==> src/rtl/im_loader.sv <==
// Instruction-memory loader: streams DEPTH words into memory through a registered write port.
// Optional running checksum of written words when IM_LOADER_CHECKSUM_EN is defined.
module im_loader #(
    parameter int unsigned DEPTH     = 16,
    parameter logic [31:0] BASE_ADDR = 32'h0000_0000
) (
    input  logic        clk,
    input  logic        reset,
    input  logic        start,
    input  logic        in_valid,
    input  logic [31:0] in_data,
    input  logic        in_last,
    output logic        in_ready,
    output logic        memWrite,
    output logic [31:0] memAddr,
    output logic [31:0] memData,
    output logic        busy,
    output logic        done,
    output logic [4:0]  count,
    output logic [31:0] checksum
);

    typedef enum logic [1:0] {IDLE, LOAD, FLUSH, DONE} state_e;

    localparam logic [4:0] LAST_IDX = 5'(DEPTH - 1);

    state_e      state_q, state_d;
    logic [4:0]  index_q, index_d;
    logic [4:0]  count_q, count_d;
    logic        wr_q, wr_d;
    logic [31:0] addr_q, addr_d;
    logic [31:0] data_q, data_d;
    logic        accept, launch, final_beat;

    assign accept     = in_valid && (state_q == LOAD);
    assign launch     = start && ((state_q == IDLE) || (state_q == DONE));
    assign final_beat = accept && (in_last || (index_q == LAST_IDX));

    always_ff @(posedge clk) begin
        if (reset) state_q <= IDLE;
        else       state_q <= state_d;
    end

    always_comb begin
        state_d = state_q;
        unique case (state_q)
            IDLE:    if (start) state_d = LOAD;
            LOAD:    if (final_beat) state_d = FLUSH;
            FLUSH:   state_d = DONE;
            DONE:    if (start) state_d = LOAD;
            default: state_d = IDLE;
        endcase
    end

    always_comb begin
        in_ready = (state_q == LOAD);
        busy     = (state_q == LOAD) || (state_q == FLUSH);
        done     = (state_q == DONE);
    end

    // Write port is a one-cycle-delayed copy of the accepted beat.
    always_comb begin
        index_d = index_q;
        count_d = count_q;
        wr_d    = accept;
        addr_d  = addr_q;
        data_d  = data_q;
        if (launch) begin
            index_d = '0;
            count_d = '0;
        end else if (accept) begin
            index_d = index_q + 5'd1;
            count_d = count_q + 5'd1;
            addr_d  = BASE_ADDR + {25'd0, index_q, 2'b00};
            data_d  = in_data;
        end
    end

    always_ff @(posedge clk) begin
        if (reset) begin
            index_q <= '0;
            count_q <= '0;
            wr_q    <= 1'b0;
            addr_q  <= '0;
            data_q  <= '0;
        end else begin
            index_q <= index_d;
            count_q <= count_d;
            wr_q    <= wr_d;
            addr_q  <= addr_d;
            data_q  <= data_d;
        end
    end

    assign memWrite = wr_q;
    assign memAddr  = addr_q;
    assign memData  = data_q;
    assign count    = count_q;

`ifdef IM_LOADER_CHECKSUM_EN
    logic [31:0] csum_q;

    always_ff @(posedge clk) begin
        if (reset || launch) csum_q <= '0;
        else if (accept)     csum_q <= csum_q + in_data;
    end

    assign checksum = csum_q;
`else
    assign checksum = '0;
`endif

endmodule

==> config.mk <==
export PLATFORM = sky130hd
export DESIGN_NAME = im_loader
export DESIGN_NICKNAME = d
export VERILOG_FILES = /design/src/rtl/im_loader.sv
export SDC_FILE = /design/constraint.sdc
export NUM_CORES = 1
export LEC_CHECK = 0
export ABC_AREA = 1
export CAP_MARGIN = 20
export CORE_UTILIZATION = 41
export DETAILED_ROUTE_END_ITERATION = 8
export PLACE_DENSITY = 0.93
export SYNTH_ARGS = -nofsm -noshare
export SYNTH_HDL_FRONTEND = slang
export SYNTH_SLANG_ARGS = --single-unit
==> constraint.sdc <==
create_clock -name clk -period 2.7 [get_ports clk]
set_input_delay 0.405 -clock clk [delete_from_list [all_inputs] [get_ports clk]]
set_output_delay 0.405 -clock clk [all_outputs]
set_load 0.1 [all_outputs]
==> summary.md, run 1 <==
| Metric | Value |
|---|---|
| Min Tclk post-route | `1870 ps` |
| GPL Wtd Cong | `about 0.76` |
| WP data arrival | `between 2000 and 2500 ps` |
| Max Slew Vio Count | `0` |
| Post-synth cell types | `26` |
| Via count | `1943` |
| Crit share post-route | `0.692` |
| Sw Pwr | `1.98 mW` |
| Min-Delay Startpoint | `index_q[4]` |
| CORE AREA | `0.00557 sq mm` |
| Inst Count DP | `~440` |
| Tightest Pin Transition | `between 500 and 600 ps` |
| Drt pass-1 iters | `6` |
| Syn. warnings | `0` |
| Clock slew at reported path FFs | `90 ps` |
| Starting density of the core | `0.433` |
| CTS Hold Bufs | `0` |
| Share of cells above drive strength 1 | `0.208` |
| Total track usage | `0.169` |
| Final Non-Filler Cells | `447` |
| Sequential-to-total area share from yosys stat | `0.415` |
| Pint | `between 1 and 1.5 mW` |
| Fin nets | `between 400 and 500` |
| Setup TNS | `0 ps` |
| Fillers | `roughly 530` |
| Worst setup startpoint | `state_q[0]` |
| EDFF count, synth | `0` |
| Drt total wl | `4890 microns` |
| Main area contributors after synthesis | `dfxtp_1, buf_4, nor2_1` |
| CP Launch Type | `flip-flop` |
| Max_cap viols | `0` |
| Root Buffer | `clkbuf_8` |
| Switch share | `0.573` |
| Combinational share of power | `0.575` |
| Slew margin rel. | `0.647` |
| Port bufs | `between 80 and 90` |
| Post-cts resize count | `0` |
| Synth-to-Final Area Change | `24.6%` |
| Vias in the first global route | `1797` |
| Die area | `a little over 0.006 sq mm` |
| Clock latency on the worst-skew pair | `around 300 ps` |
| Avg Cell Area, Syn | `~8 sq um` |
| Max Clk Rate | `535 MHz` |
| Pwr dens | `approximately 1200 mW/mm^2` |
| Final setup violation count | `0` |
| Number of diodes | `0` |
| Overall Power | `3.46 mW` |
| Primary FF master, synth | `dfxtp_1` |
| Register share of total power | `0.274` |
| Detail Route Antenna Nets | `0` |
| Critical Path Sink Type | `flip-flop` |
| Util after Layout | `0.539` |
| Crit path required time | `between 2000 and 3000 ps` |
| Std cell rows | `27` |
| Fin area | `0.00301 sq mm` |
| Die width | `78.7 microns` |
| Initial antenna violation count | `0` |
| Total CTS buffers | `5` |
| Residual DRC count | `0` |
| FF-to-FF Start | `state_q[0]` |
| First-pass GRT wire length | `8170 microns` |
| Synth top cells by count | `nor2_1, buf_4, dfxtp_1` |
| Height of the die | `approximately 80 microns` |
| Worst setup path class | `reg -> reg` |
| Worst IR Drop VDD | `roughly 0.00090 V` |
| Tightest Hold Check Type | `reg -> reg` |
| Maximum fanout along the worst path | `25` |
| Largest net degree at the start of global routing | `37` |
| CTS tree | `done` |
| Clock Tree Buf Depth | `2` |
| Clk pwr share | `0.151` |
| Top cell type's share of synthesized area | `0.415` |
| Via density | `4.35` |
| GR Overflow Total | `0` |
| RSZ-0062 raised after global routing | `false` |
| DRT iter0 DRCs | `69` |
| Status | `finished, final reports clean` |
| Static leakage | `1.43 nW` |
| Async SR Flop Fraction | `0` |
| Area leader, netlist | `dfxtp_1` |
| Synth Cell Area | `roughly 0.0024 sq mm` |
| CTS H-tree lvls | `2` |
| Most common cell in the netlist | `nor2_1` |
| Synthesized netlist cell count | `296` |
| CTS sink cnt | `50` |
| DP Area | `0.00289 sq mm` |
| Dpl hpwl | `3650 microns` |
| I/O pins | `142` |
| Buffers inserted by post-CTS timing repair | `0` |
| Drt wl/cell | `10.9 microns` |
| Clock skew | `10.6 ps` |
| Yosys reg bits | `50` |
| Hold Vio Cnt, Final | `0` |
state kept, by name (all words and copies together) (netlist names):
signal / count
memData: 32
count: 5
index_q: 5
memAddr: 5
state_q: 2
memWrite: 1
kinds of logic after synthesis:
kind of cell / after synthesis / synth area share
buffers and inverters: 85 / 0.248
AO/OA/AOI/OAI: 53 / 0.117
AND/OR/NAND/NOR: 100 / 0.185
XOR/XNOR: 2 / 0.00726
other: 1 / 0.00155
adder cells (fa/ha/maj): 5 / 0.0259
flip-flops: 50 / 0.415
power groups by stage:
stage / clock network, mW / registers [mW] / logic [mW]
global route: 0.578 / 0.965 / 2.07
CTS: 0.545 / 0.948 / 1.99
global placement: 0 / 0.958 / 1.97
floorplan: 0 / 1.78 / 0.930
finish: 0.524 / 0.948 / 1.99
detailed placement: 0 / 0.962 / 1.99
final cells by class:
cell class / instances / area [sq um] / share of cell area
flip-flops and latches: 50 / 1000 / 0.333
repair buffers: 83 / 713 / 0.237
well taps: 72 / 90.1 / 0.0300
inverters: 15 / 58.8 / 0.0196
clock buffers: 5 / 68.8 / 0.0229
multi-input cells: 219 / 1030 / 0.343
clock inverters: 3 / 43.8 / 0.0146
final timing paths:
path	end	slack (ps)	depth (start not counted)
worst max register to register	memData[7]	830	6
worst min register to register	memAddr[6]	490	2
worst max-delay path	memData[7]	830	6
worst min-delay path	memAddr[6]	490	2
metrics by stage:
| stage | hold slack (ps) | setup WS, ps |
|---|---|---|
| 3_3_place_gp | 463 | 631 |
| 5_1_grt | 513 | 618 |
| 6_report | 492 | 832 |
| 2_1_floorplan | 446 | 600 |
| 4_1_cts | 488 | 839 |
| 3_5_place_dp | 475 | 598 |
routing by layer:
layer | track usage | routed length (microns)
met5 | 0 | 0
met3 | 0.0655 | 484
met1 | 0.177 | 1890
met4 | 0.0500 | 34
met2 | 0.310 | 2480
critical path: stages (launching register included):
cell and delay [ps]:
dfxtp_1 380, ha_1 260, nand2_2 230, nor2_8 400, buf_4 300, o21ai_0 100, nor2_1 120
cell usage in the layout, fill, tap and decap left out, drive strengths merged:
cell type and instances:
nand4 1, dfxtp 50, a211oi 1, bufinv 1
xor2 1, nor3 3, nor2 77, or2 1
clkdlybuf4s50 36, a21oi 11, inv 16, nand3 4
conb 59, ha 5, nand2 14, clkinv 1
buf 47, o21a 1, o21ai 40, clkbuf 5
xnor2 1
(Power assumes the default switching activity.)
==> run 2, diff against run 1 <==
CORE_UTILIZATION = 38   (was 41)
PLACE_DENSITY = 0.88   (was 0.93)
clock period = 2 ns   (was 2.7 ns; I/O delays follow)
==> summary.md, run 2 (synthesis results as in run 1) <==
| Metric | Value |
|---|---|
| Worst IR Drop VDD | `0.00116 V (+28%)` |
| Overall Power | `4.64 mW (+34%)` |
| Worst setup path class | `reg -> reg` |
| Total CTS buffers | `5 (unchanged)` |
| Max_cap viols | `0 (unchanged)` |
| First-pass GRT wire length | `7670 microns (-6.1%)` |
| Clock latency on the worst-skew pair | `290 ps (about the same)` |
| Final setup violation count | `0 (unchanged)` |
| Util after Layout | `0.503 (-0.0363)` |
| Clk pwr share | `0.128 (-0.023)` |
| Height of the die | `81.7 microns (+3.8%)` |
| WP data arrival | `1900 ps (-210 ps)` |
| Fin nets | `418 (+0.48%)` |
| Share of cells above drive strength 1 | `0.212 (+0.00420)` |
| Die width | `81.7 microns (+3.8%)` |
| Buffers inserted by post-CTS timing repair | `0 (unchanged)` |
| Detail Route Antenna Nets | `0 (unchanged)` |
| Final Non-Filler Cells | `452 (+1.1%)` |
| Inst Count DP | `444 (+1.1%)` |
| Vias in the first global route | `1748 (-2.7%)` |
| Dpl hpwl | `3710 microns (+1.5%)` |
| GR Overflow Total | `0 (unchanged)` |
| Largest register FFs | `32 (unchanged)` |
| Total track usage | `0.151 (-0.0180)` |
| Status | `finished, final reports clean` |
| Drt pass-1 iters | `4 (-2)` |
| CTS H-tree lvls | `2 (unchanged)` |
| RSZ-0062 raised after global routing | `false` |
| Pwr dens | `1530 mW/mm^2 (+33%)` |
| Register share of total power | `0.276 (+0.002)` |
| Clock slew at reported path FFs | `90 ps (about the same)` |
| I/O pins | `142 (unchanged)` |
| Switch share | `0.575 (+0.00171)` |
| Port bufs | `82 (unchanged)` |
| Most frequent cells in the layout | `nor2_1, conb_1, dfxtp_1` |
| Initial antenna violation count | `0 (unchanged)` |
| Crit share post-route | `0.833 (+0.141)` |
| Hold Vio Cnt, Final | `0 (unchanged)` |
| Maximum fanout along the worst path | `33 (+32%)` |
| Combinational share of power | `0.596 (+0.021)` |
| Critical Path Sink Type | `flip-flop` |
| Static leakage | `1.44 nW (+0.47%)` |
| Via count | `1933 (-0.51%)` |
| Slew margin rel. | `0.661 (+0.0134)` |
| Via density | `4.28 (-1.6%)` |
| Std cell rows | `28 (+3.7%)` |
| Setup TNS | `0 ps (unchanged)` |
| Max Slew Vio Count | `0 (unchanged)` |
| Post-Place Worst Slack | `207 ps (-391 ps)` |
| Drt wl/cell | `10.8 microns (-0.86%)` |
| Sw Pwr | `2.67 mW (+35%)` |
| CTS Hold Bufs | `0 (unchanged)` |
| Min Tclk post-route | `1670 ps (-202 ps)` |
| Synth-to-Final Area Change | `25.6%` |
| CTS sink cnt | `50 (unchanged)` |
| Largest net degree at the start of global routing | `37 (unchanged)` |
| Residual DRC count | `0 (unchanged)` |
| Tightest Hold Check Type | `reg -> reg` |
| CTS tree | `done` |
| Crit path required time | `2240 ps (-700 ps)` |
| GPL Wtd Cong | `0.755 (-1.1%)` |
| DRT iter0 DRCs | `50 (-28%)` |
| Worst setup margin | `334 ps (-498 ps)` |
| Starting density of the core | `0.400 (-0.0324)` |
| Clock Tree Buf Depth | `2 (unchanged)` |
| Root Buffer | `clkbuf_8` |
| CP Launch Type | `flip-flop` |
| Die area | `0.00667 sq mm (+7.7%)` |
| Post-cts resize count | `0 (unchanged)` |
| CORE AREA | `0.00603 sq mm (+8.1%)` |
| Pint | `1.97 mW (+34%)` |
| Tightest Pin Transition | `508 ps (-20.1 ps)` |
| Commonest non-fill, non-tap cell in the layout | `nor2_1` |
| Drt total wl | `4900 microns (+0.25%)` |
| Number of diodes | `0 (unchanged)` |
| Max Clk Rate | `600 MHz (+12%)` |
| Clock skew | `3.31 ps (-7.27 ps)` |
run 2: worst max-delay path, cell delays in order (launching register included):
cell	delay, ps
dfxtp_1	360
inv_1	60
ha_2	320
nand2_1	70
inv_1	180
nor2_8	80
inv_4	330
nor2_1	90
nor2_1	120
run 2: worst paths after layout:
check / from / to / slack, ps / depth (start not counted)
worst min register to register: state_q[1] / state_q[1] / 490 / 2
worst max-delay path: state_q[1] / memData[7] / 330 / 8
worst min-delay path: state_q[1] / state_q[1] / 490 / 2
worst max register to register: state_q[1] / memData[7] / 330 / 8
run 2: power by group through the flow:
| stage | Sequential [mW] | Clock [mW] | Combinational (mW) |
|---|---|---|---|
| after floorplan | 2.40 | 0 | 1.26 |
| after global placement | 1.30 | 0 | 2.75 |
| after detailed placement | 1.30 | 0 | 2.78 |
| after CTS | 1.28 | 0.627 | 2.78 |
| after global routing | 1.30 | 0.661 | 2.88 |
| final | 1.28 | 0.596 | 2.77 |
run 2: per-layer routing:
metal | share of wire | wire (microns) | vias up | GRT usage
met5 | 0 | 0 | - | 0
met4 | 0.0020 | 10 | 0 | 0.0491
met3 | 0.085 | 414 | 2 | 0.0522
met2 | 0.50 | 2440 | 91 | 0.260
met1 | 0.41 | 2030 | 864 | 0.174
li1 | - | - | 976 | -
run 2: metrics by stage:
step / instance area [sq um] / hold WS (ps)
floorplan: 2630 / 369
global placement: 2940 / 472
detailed placement: 2940 / 482
CTS: 3030 / 496
global route: 3030 / 532
finish: 3030 / 495
run 2: cell type report:
cell class	instances	area, sq um
Fill cell	570	3000
Multi-Input combinational cell	219	1030
Sequential cell	50	1000
Timing Repair Buffer	85	753
Tap cell	75	93.8
Clock buffer	7	86.3
Inverter	15	58.8
Clock inverter	1	5.00
